===== config.mk =====
export PLATFORM = sky130hd
export DESIGN_NAME = button_conditioner
export DESIGN_NICKNAME = d
export VERILOG_FILES = /design/src/rtl/game_pkg.sv /design/src/rtl/button_channel.sv /design/src/rtl/button_conditioner.sv
export SDC_FILE = /design/constraint.sdc
export NUM_CORES = 1
export LEC_CHECK = 0
export ABC_AREA = 1
export BUFFER_PORTS_ARGS = -buffer_cell sky130_fd_sc_hd__buf_4
export CAP_MARGIN = 20
export CORE_MARGIN = 2
export CORE_UTILIZATION = 49
export DETAILED_ROUTE_END_ITERATION = 10
export PLACE_DENSITY = 0.69
export SLEW_MARGIN = 0
export SYNTH_ARGS = -nofsm -noshare
export SYNTH_HDL_FRONTEND = slang
export SYNTH_SLANG_ARGS = --single-unit

===== constraint.sdc =====
create_clock -name clk -period 4.1 [get_ports clk]
set_input_delay 0.615 -clock clk [delete_from_list [all_inputs] [get_ports clk]]
set_output_delay 0.615 -clock clk [all_outputs]
set_load 0.1 [all_outputs]

===== src/rtl/game_pkg.sv =====
// ---------------------------------------------------------------------------
// game_pkg
// Shared types and constants for the game datapath input conditioning.
//   rep_state_t        : per-button hold-to-repeat state (IDLE/DELAY/REPEAT)
//   BTN_UP..BTN_RIGHT  : bit positions of the four directional buttons
//   DEF_*              : default debounce / repeat timing in clk cycles
//   maxInt()           : helper used to size counters shared by two limits
// ---------------------------------------------------------------------------
package game_pkg;

  typedef enum logic [1:0] {
    IDLE   = 2'd0,
    DELAY  = 2'd1,
    REPEAT = 2'd2
  } rep_state_t;

  localparam int BTN_UP    = 0;
  localparam int BTN_DOWN  = 1;
  localparam int BTN_LEFT  = 2;
  localparam int BTN_RIGHT = 3;

  localparam int DEF_DEBOUNCE_CYCLES = 1_000_000;
  localparam int DEF_REPEAT_DELAY    = 25_000_000;
  localparam int DEF_REPEAT_PERIOD   = 5_000_000;

  // The repeat counter serves both the initial delay and the period, so it
  // has to be wide enough for whichever of the two is larger.
  function automatic int maxInt(input int a, input int b);
    return (a > b) ? a : b;
  endfunction

endpackage


===== src/rtl/button_channel.sv =====
// ---------------------------------------------------------------------------
// button_channel
// One conditioned button: 2-FF synchroniser, debounce counter and the
// hold-to-repeat FSM.
//   clk        : system clock, rising edge
//   rst_n      : synchronous active-low reset
//   btn_raw_i  : asynchronous raw button, active-high
//   db_o       : registered debounced level
//   db_next_o  : value db_o takes at the next edge (lets the parent register
//                derived flags with no extra latency)
//   press_o    : one-cycle pulse in the first cycle db_o is 1
//   strobe_o   : one-cycle raw move strobe (press plus auto-repeat)
// ---------------------------------------------------------------------------
module button_channel
  import game_pkg::*;
#(
  parameter int DEBOUNCE_CYCLES = DEF_DEBOUNCE_CYCLES,
  parameter int REPEAT_DELAY    = DEF_REPEAT_DELAY,
  parameter int REPEAT_PERIOD   = DEF_REPEAT_PERIOD
) (
  input  logic clk,
  input  logic rst_n,
  input  logic btn_raw_i,
  output logic db_o,
  output logic db_next_o,
  output logic press_o,
  output logic strobe_o
);

  localparam int CNT_W  = (DEBOUNCE_CYCLES > 2) ? $clog2(DEBOUNCE_CYCLES) : 1;
  localparam int RMAX   = maxInt(REPEAT_DELAY, REPEAT_PERIOD);
  localparam int RCNT_W = (RMAX > 2) ? $clog2(RMAX) : 1;

  localparam logic [CNT_W-1:0]  CNT_LAST   = CNT_W'(DEBOUNCE_CYCLES - 1);
  localparam logic [RCNT_W-1:0] DELAY_LAST = RCNT_W'(REPEAT_DELAY - 1);
  localparam logic [RCNT_W-1:0] PER_LAST   = RCNT_W'(REPEAT_PERIOD - 1);

  logic              sync1_q, sync2_q;
  logic              db_q, db_d;
  logic [CNT_W-1:0]  cnt_q, cnt_d;
  logic              press_q;
  logic [RCNT_W-1:0] rcnt_q;
  logic              strobe_q;
  rep_state_t        state_q;

  // Two flops bring the asynchronous pin into the clk domain before anything
  // else looks at it; the first stage may go metastable.
  always_ff @(posedge clk) begin
    if (!rst_n) begin
      sync1_q <= 1'b0;
      sync2_q <= 1'b0;
    end else begin
      sync1_q <= btn_raw_i;
      sync2_q <= sync1_q;
    end
  end

  // Debounce: the counter only advances while the synchronised input
  // disagrees with the accepted level, and any agreement restarts it, so the
  // level flips only after an unbroken run of disagreeing cycles.
  always_comb begin
    cnt_d = cnt_q;
    db_d  = db_q;
    if (sync2_q == db_q) begin
      cnt_d = '0;
    end else if (cnt_q == CNT_LAST) begin
      db_d  = sync2_q;
      cnt_d = '0;
    end else begin
      cnt_d = cnt_q + CNT_W'(1);
    end
  end

  // The press pulse is registered from the same next-state value as the
  // debounced level, so both appear together in the same cycle.
  always_ff @(posedge clk) begin
    if (!rst_n) begin
      db_q    <= 1'b0;
      cnt_q   <= '0;
      press_q <= 1'b0;
    end else begin
      db_q    <= db_d;
      cnt_q   <= cnt_d;
      press_q <= db_d & ~db_q;
    end
  end

  // Repeat FSM. It watches the next debounced level rather than the current
  // one: that puts the first strobe in the same cycle as the level rise, and
  // lets a release that lands on a terminal count cancel the strobe instead
  // of emitting one in the cycle the level has already dropped.
  always_ff @(posedge clk) begin
    if (!rst_n) begin
      state_q  <= IDLE;
      rcnt_q   <= '0;
      strobe_q <= 1'b0;
    end else begin
      strobe_q <= 1'b0;
      case (state_q)
        IDLE: begin
          rcnt_q <= '0;
          if (db_d && !db_q) begin
            strobe_q <= 1'b1;
            state_q  <= DELAY;
          end
        end
        DELAY: begin
          if (!db_d) begin
            state_q <= IDLE;
            rcnt_q  <= '0;
          end else if (rcnt_q == DELAY_LAST) begin
            strobe_q <= 1'b1;
            rcnt_q   <= '0;
            state_q  <= REPEAT;
          end else begin
            rcnt_q <= rcnt_q + RCNT_W'(1);
          end
        end
        REPEAT: begin
          if (!db_d) begin
            state_q <= IDLE;
            rcnt_q  <= '0;
          end else if (rcnt_q == PER_LAST) begin
            strobe_q <= 1'b1;
            rcnt_q   <= '0;
          end else begin
            rcnt_q <= rcnt_q + RCNT_W'(1);
          end
        end
        default: begin
          state_q <= IDLE;
          rcnt_q  <= '0;
        end
      endcase
    end
  end

  assign db_o      = db_q;
  assign db_next_o = db_d;
  assign press_o   = press_q;
  assign strobe_o  = strobe_q;

endmodule


===== src/rtl/button_conditioner.sv =====
// ---------------------------------------------------------------------------
// button_conditioner
// Conditions the four directional buttons for the block movement controller.
//   clk       : system clock, rising edge
//   rst_n     : synchronous active-low reset
//   btn_raw   : raw buttons [0]=up [1]=down [2]=left [3]=right, async
//   db_level  : debounced button levels
//   press     : one-cycle pulse on each debounced rise
//   move      : move strobes (press + auto-repeat) with opposing pairs masked
//   any_held  : registered OR of the debounced levels
// ---------------------------------------------------------------------------
module button_conditioner
  import game_pkg::*;
#(
  parameter int DEBOUNCE_CYCLES = DEF_DEBOUNCE_CYCLES,
  parameter int REPEAT_DELAY    = DEF_REPEAT_DELAY,
  parameter int REPEAT_PERIOD   = DEF_REPEAT_PERIOD
) (
  input  logic       clk,
  input  logic       rst_n,
  input  logic [3:0] btn_raw,
  output logic [3:0] db_level,
  output logic [3:0] press,
  output logic [3:0] move,
  output logic       any_held
);

  logic [3:0] dbNext;
  logic [3:0] strobe;
  logic       anyHeld_q;

  for (genvar i = 0; i < 4; i++) begin : gChan
    button_channel #(
      .DEBOUNCE_CYCLES(DEBOUNCE_CYCLES),
      .REPEAT_DELAY   (REPEAT_DELAY),
      .REPEAT_PERIOD  (REPEAT_PERIOD)
    ) uChan (
      .clk      (clk),
      .rst_n    (rst_n),
      .btn_raw_i(btn_raw[i]),
      .db_o     (db_level[i]),
      .db_next_o(dbNext[i]),
      .press_o  (press[i]),
      .strobe_o (strobe[i])
    );
  end

  // Opposing directions cancel: while both buttons of a pair are debounced
  // neither moves. The channel FSMs keep counting underneath, so releasing
  // one button resumes the other on its original repeat phase.
  always_comb begin
    move = strobe;
    if (db_level[BTN_UP] && db_level[BTN_DOWN]) begin
      move[BTN_UP]   = 1'b0;
      move[BTN_DOWN] = 1'b0;
    end
    if (db_level[BTN_LEFT] && db_level[BTN_RIGHT]) begin
      move[BTN_LEFT]  = 1'b0;
      move[BTN_RIGHT] = 1'b0;
    end
  end

  // any_held is registered from the channels' next debounced levels so it
  // changes in exactly the same cycle as db_level.
  always_ff @(posedge clk) begin
    if (!rst_n) begin
      anyHeld_q <= 1'b0;
    end else begin
      anyHeld_q <= |dbNext;
    end
  end

  assign any_held = anyHeld_q;

endmodule

==> flow_metrics.tcl <==
set metrics [dict create \
    status "finished, final reports clean" \
    pre_cts_ws_ns 1.77 \
    grt_pass1_wl_microns 40800 \
    post_synth_most_frequent_cells "290 x sky130_fd_sc_hd__nor2_1, 288 x sky130_fd_sc_hd__nand2_1, 211 x sky130_fd_sc_hd__inv_1, 209 x sky130_fd_sc_hd__dfxtp_1, 112 x sky130_fd_sc_hd__nand3_1" \
    fin_worst_hold_slack_ns 0.289 \
    dp.cells 1872 \
    path_class "register to output port" \
    ys_types 43 \
    area.growth.synth_to_final_pct 9.97 \
    final_net_count 1644 \
    yosysWarningCount 0 \
    relative_max_transition_margin 0.560 \
    rows 55 \
    cts_max_path_bufs 3 \
    io_pins 19 \
    final_period_minus_worst_setup_slack_ns 2.14 \
    cts.sink_count 209 \
    cts_buffers 25 \
    design_area_sq_um 12200 \
    power.density_cell_area_nw_per_um2 347 \
    postSynth.asyncResetShare 0 \
    numPortBuffers 18 \
    detailed_place.area_sq_um 11400 \
    proportion_of_synthesized_chip_area_in_sequential_cells 0.376 \
    cellLeakagePower_nw 4.48 \
    number_of_diodes_added_for_antenna_fixing 0 \
    netlist_instances 1594 \
    grt_max_degree 26 \
    finalHoldViolCount 0 \
    synthesis.area_per_instance_sq_um 6.99 \
    grt_overflow_total 0 \
    yosysTopAreaCellShare 0.376 \
    clockRootBuffer "sky130_fd_sc_hd__clkbuf_16" \
    number_of_global_route_vias_before_repair 9226 \
    cap_violations 0 \
    detailedRoute.firstIterationViolations 555 \
    die_area_sq_um 23900 \
    synth_top_cells_by_area "sky130_fd_sc_hd__dfxtp_1 38%, sky130_fd_sc_hd__nor2_1 9.8%, sky130_fd_sc_hd__nand2_1 9.7%" \
    setup_repair_after_global_routing_missed_its_margin "no" \
    final.period_utilization 0.521 \
    worstPathMaxFanout 7 \
    number_of_enable_type_register_cells_in_the_synthesized_netlist 0 \
    yosysMostFrequentCell "sky130_fd_sc_hd__nor2_1" \
    fmax_ghz 0.468 \
    grt_util_all_layers 0.198 \
    worstSkewPairLatency_ns 0.52 \
    worst_slew_pin_slew_ns 0.654 \
    via_count 9749 \
    worst_setup_hold_path_clk_slew_ns 0.06 \
    drc 0 \
    postCtsSetupBuffers 0 \
    core_area_sq_um 22500 \
    synth_top_flop_cell "sky130_fd_sc_hd__dfxtp_1" \
    max-vdd-ir-drop_mv 0.268 \
    worst_hold_class "input port to register" \
    initial_utilization 0.495 \
    initial_antenna_violation_count 0 \
    ys_seq_elements 209 \
    route.detailed.vias_per_inst 5.09 \
    crit_arrival_ns 1.52 \
    max_slew_violation_total_from_the_final_report 0 \
    cts-htree-levels 1 \
    drive_above_1_share 0.0933 \
    mappedNetlistNets 1624 \
    cts_resized 0 \
    setup-violations-final 0 \
    postRouteWirelength_microns 23000 \
    totalNegativeSetupSlack_ns 0 \
    holdBufCountCts 0 \
    final_worst_setup_slack_ns 1.96 \
    tritoncts_clock_tree "done" \
    worst_setup_path_start_kind "register" \
    dieWidth_microns 155 \
    detail_route.wl_per_cell_microns 12.0 \
    finalWeightedCongestion 0.899 \
    synth_top_cell_by_area "sky130_fd_sc_hd__dfxtp_1" \
    timing.clock.skew_ns 0.0212 \
    postRouteAntennaNets 0 \
    drt_pre_antenna_iters 5 \
    end_kind "output port" \
    chipHeight_microns 155 \
    finish.cell_count_without_fillers 1915 \
    critPathRequiredTime_ns 3.48 \
    syn_area_sq_um 11100 \
    place.detailed.hpwl_microns 17100 \
]
[stage by stage]
stage | util | power, mW
CTS | 0.544 | 4.31
floorplan | - | 2.11
global placement | 0.508 | 2.12
finish | 0.544 | 4.25
global route | 0.544 | 4.40
detailed placement | 0.508 | 2.13
[state kept, by name (all words and copies together), names as in the netlist]
signal,cells
any_held,1
gChan.uChan.cnt_q,80
gChan.uChan.db_o,4
gChan.uChan.press_o,4
gChan.uChan.rcnt_q,100
gChan.uChan.state_q,8
gChan.uChan.strobe_o,4
gChan.uChan.sync1_q,4
gChan.uChan.sync2_q,4
[worst max-delay path, cell delays in order (launching register included)]
cell and delay, ns:
sky130_fd_sc_hd__dfxtp_1 0.42, sky130_fd_sc_hd__a21boi_0 0.25, sky130_fd_sc_hd__buf_4 0.35
[cells by family (layout without fill, tap and decap cells)]
logic type,count (synthesis),after routing,synth area share
buf+inv,240,276,0.0905
compound gates,109,109,0.0553
xor+xnor,85,85,0.0669
flops,209,209,0.376
fa+ha+maj,24,24,0.0270
simple gates,927,927,0.385
[path summary, 6_finish.rpt]
check / startpoint / to / depth (start not counted) / slack (ns)
setup / recovery: gChan[2].uChan.db_o / move[2] / 2 / 1.96
hold / removal: btn_raw[1] / gChan[1].uChan.sync1_q / 3 / 0.29
setup reg to reg: gChan[1].uChan.rcnt_q[0] / gChan[1].uChan.rcnt_q[22] / 10 / 2.04
hold reg to reg: gChan[3].uChan.sync1_q / gChan[3].uChan.sync2_q / 2 / 0.40
[where the power goes]
group | switching (mW) | internal (mW)
clock network | 0.836 | 1.33
registers | 0.00375 | 2.04
logic | 0.0265 | 0.0141
[per-layer routing]
metal | share of wire | vias to the layer above | global-route usage
li1 | - | 5142 | -
met1 | 0.48 | 4444 | 0.261
met2 | 0.46 | 124 | 0.340
met3 | 0.034 | 39 | 0.0300
met4 | 0.022 | 0 | 0.0503
met5 | 0 | - | 0
[cell type report]
| cell class | count | area [sq um] |
|---|---|---|
| Fill cell | 2166 | 10300 |
| Multi-Input combinational cell | 1145 | 5940 |
| Sequential cell | 209 | 4180 |
| Inverter | 212 | 796 |
| Clock buffer | 35 | 713 |
| Tap cell | 285 | 357 |
| Timing Repair Buffer | 21 | 158 |
| Clock inverter | 8 | 93.8 |
[cell usage in the layout (no fill, tap or decap), drive strengths merged]
cell type | synthesis | final
a211oi | 4 | 4
clkinv | 0 | 6
xor2 | 56 | 56
nand2 | 306 | 306
nand3b | 2 | 2
nand3 | 122 | 122
o41ai | 1 | 1
o21ai | 24 | 24
or2 | 10 | 10
clkbuf | 4 | 35
nor3b | 7 | 7
o211ai | 2 | 2
nand4 | 54 | 54
o21a | 8 | 8
a31oi | 4 | 4
a221oi | 2 | 2
and3 | 4 | 4
inv | 212 | 212
dfxtp | 209 | 209
or3 | 1 | 1
buf | 24 | 21
ha | 24 | 24
a21oi | 58 | 58
o21bai | 2 | 2
nor4 | 15 | 15
bufinv | 0 | 2
a21boi | 4 | 4
nor3 | 73 | 73
nor2 | 332 | 332
and2 | 1 | 1
xnor2 | 29 | 29
No activity file was read; power rests on OpenSTA's default activity.
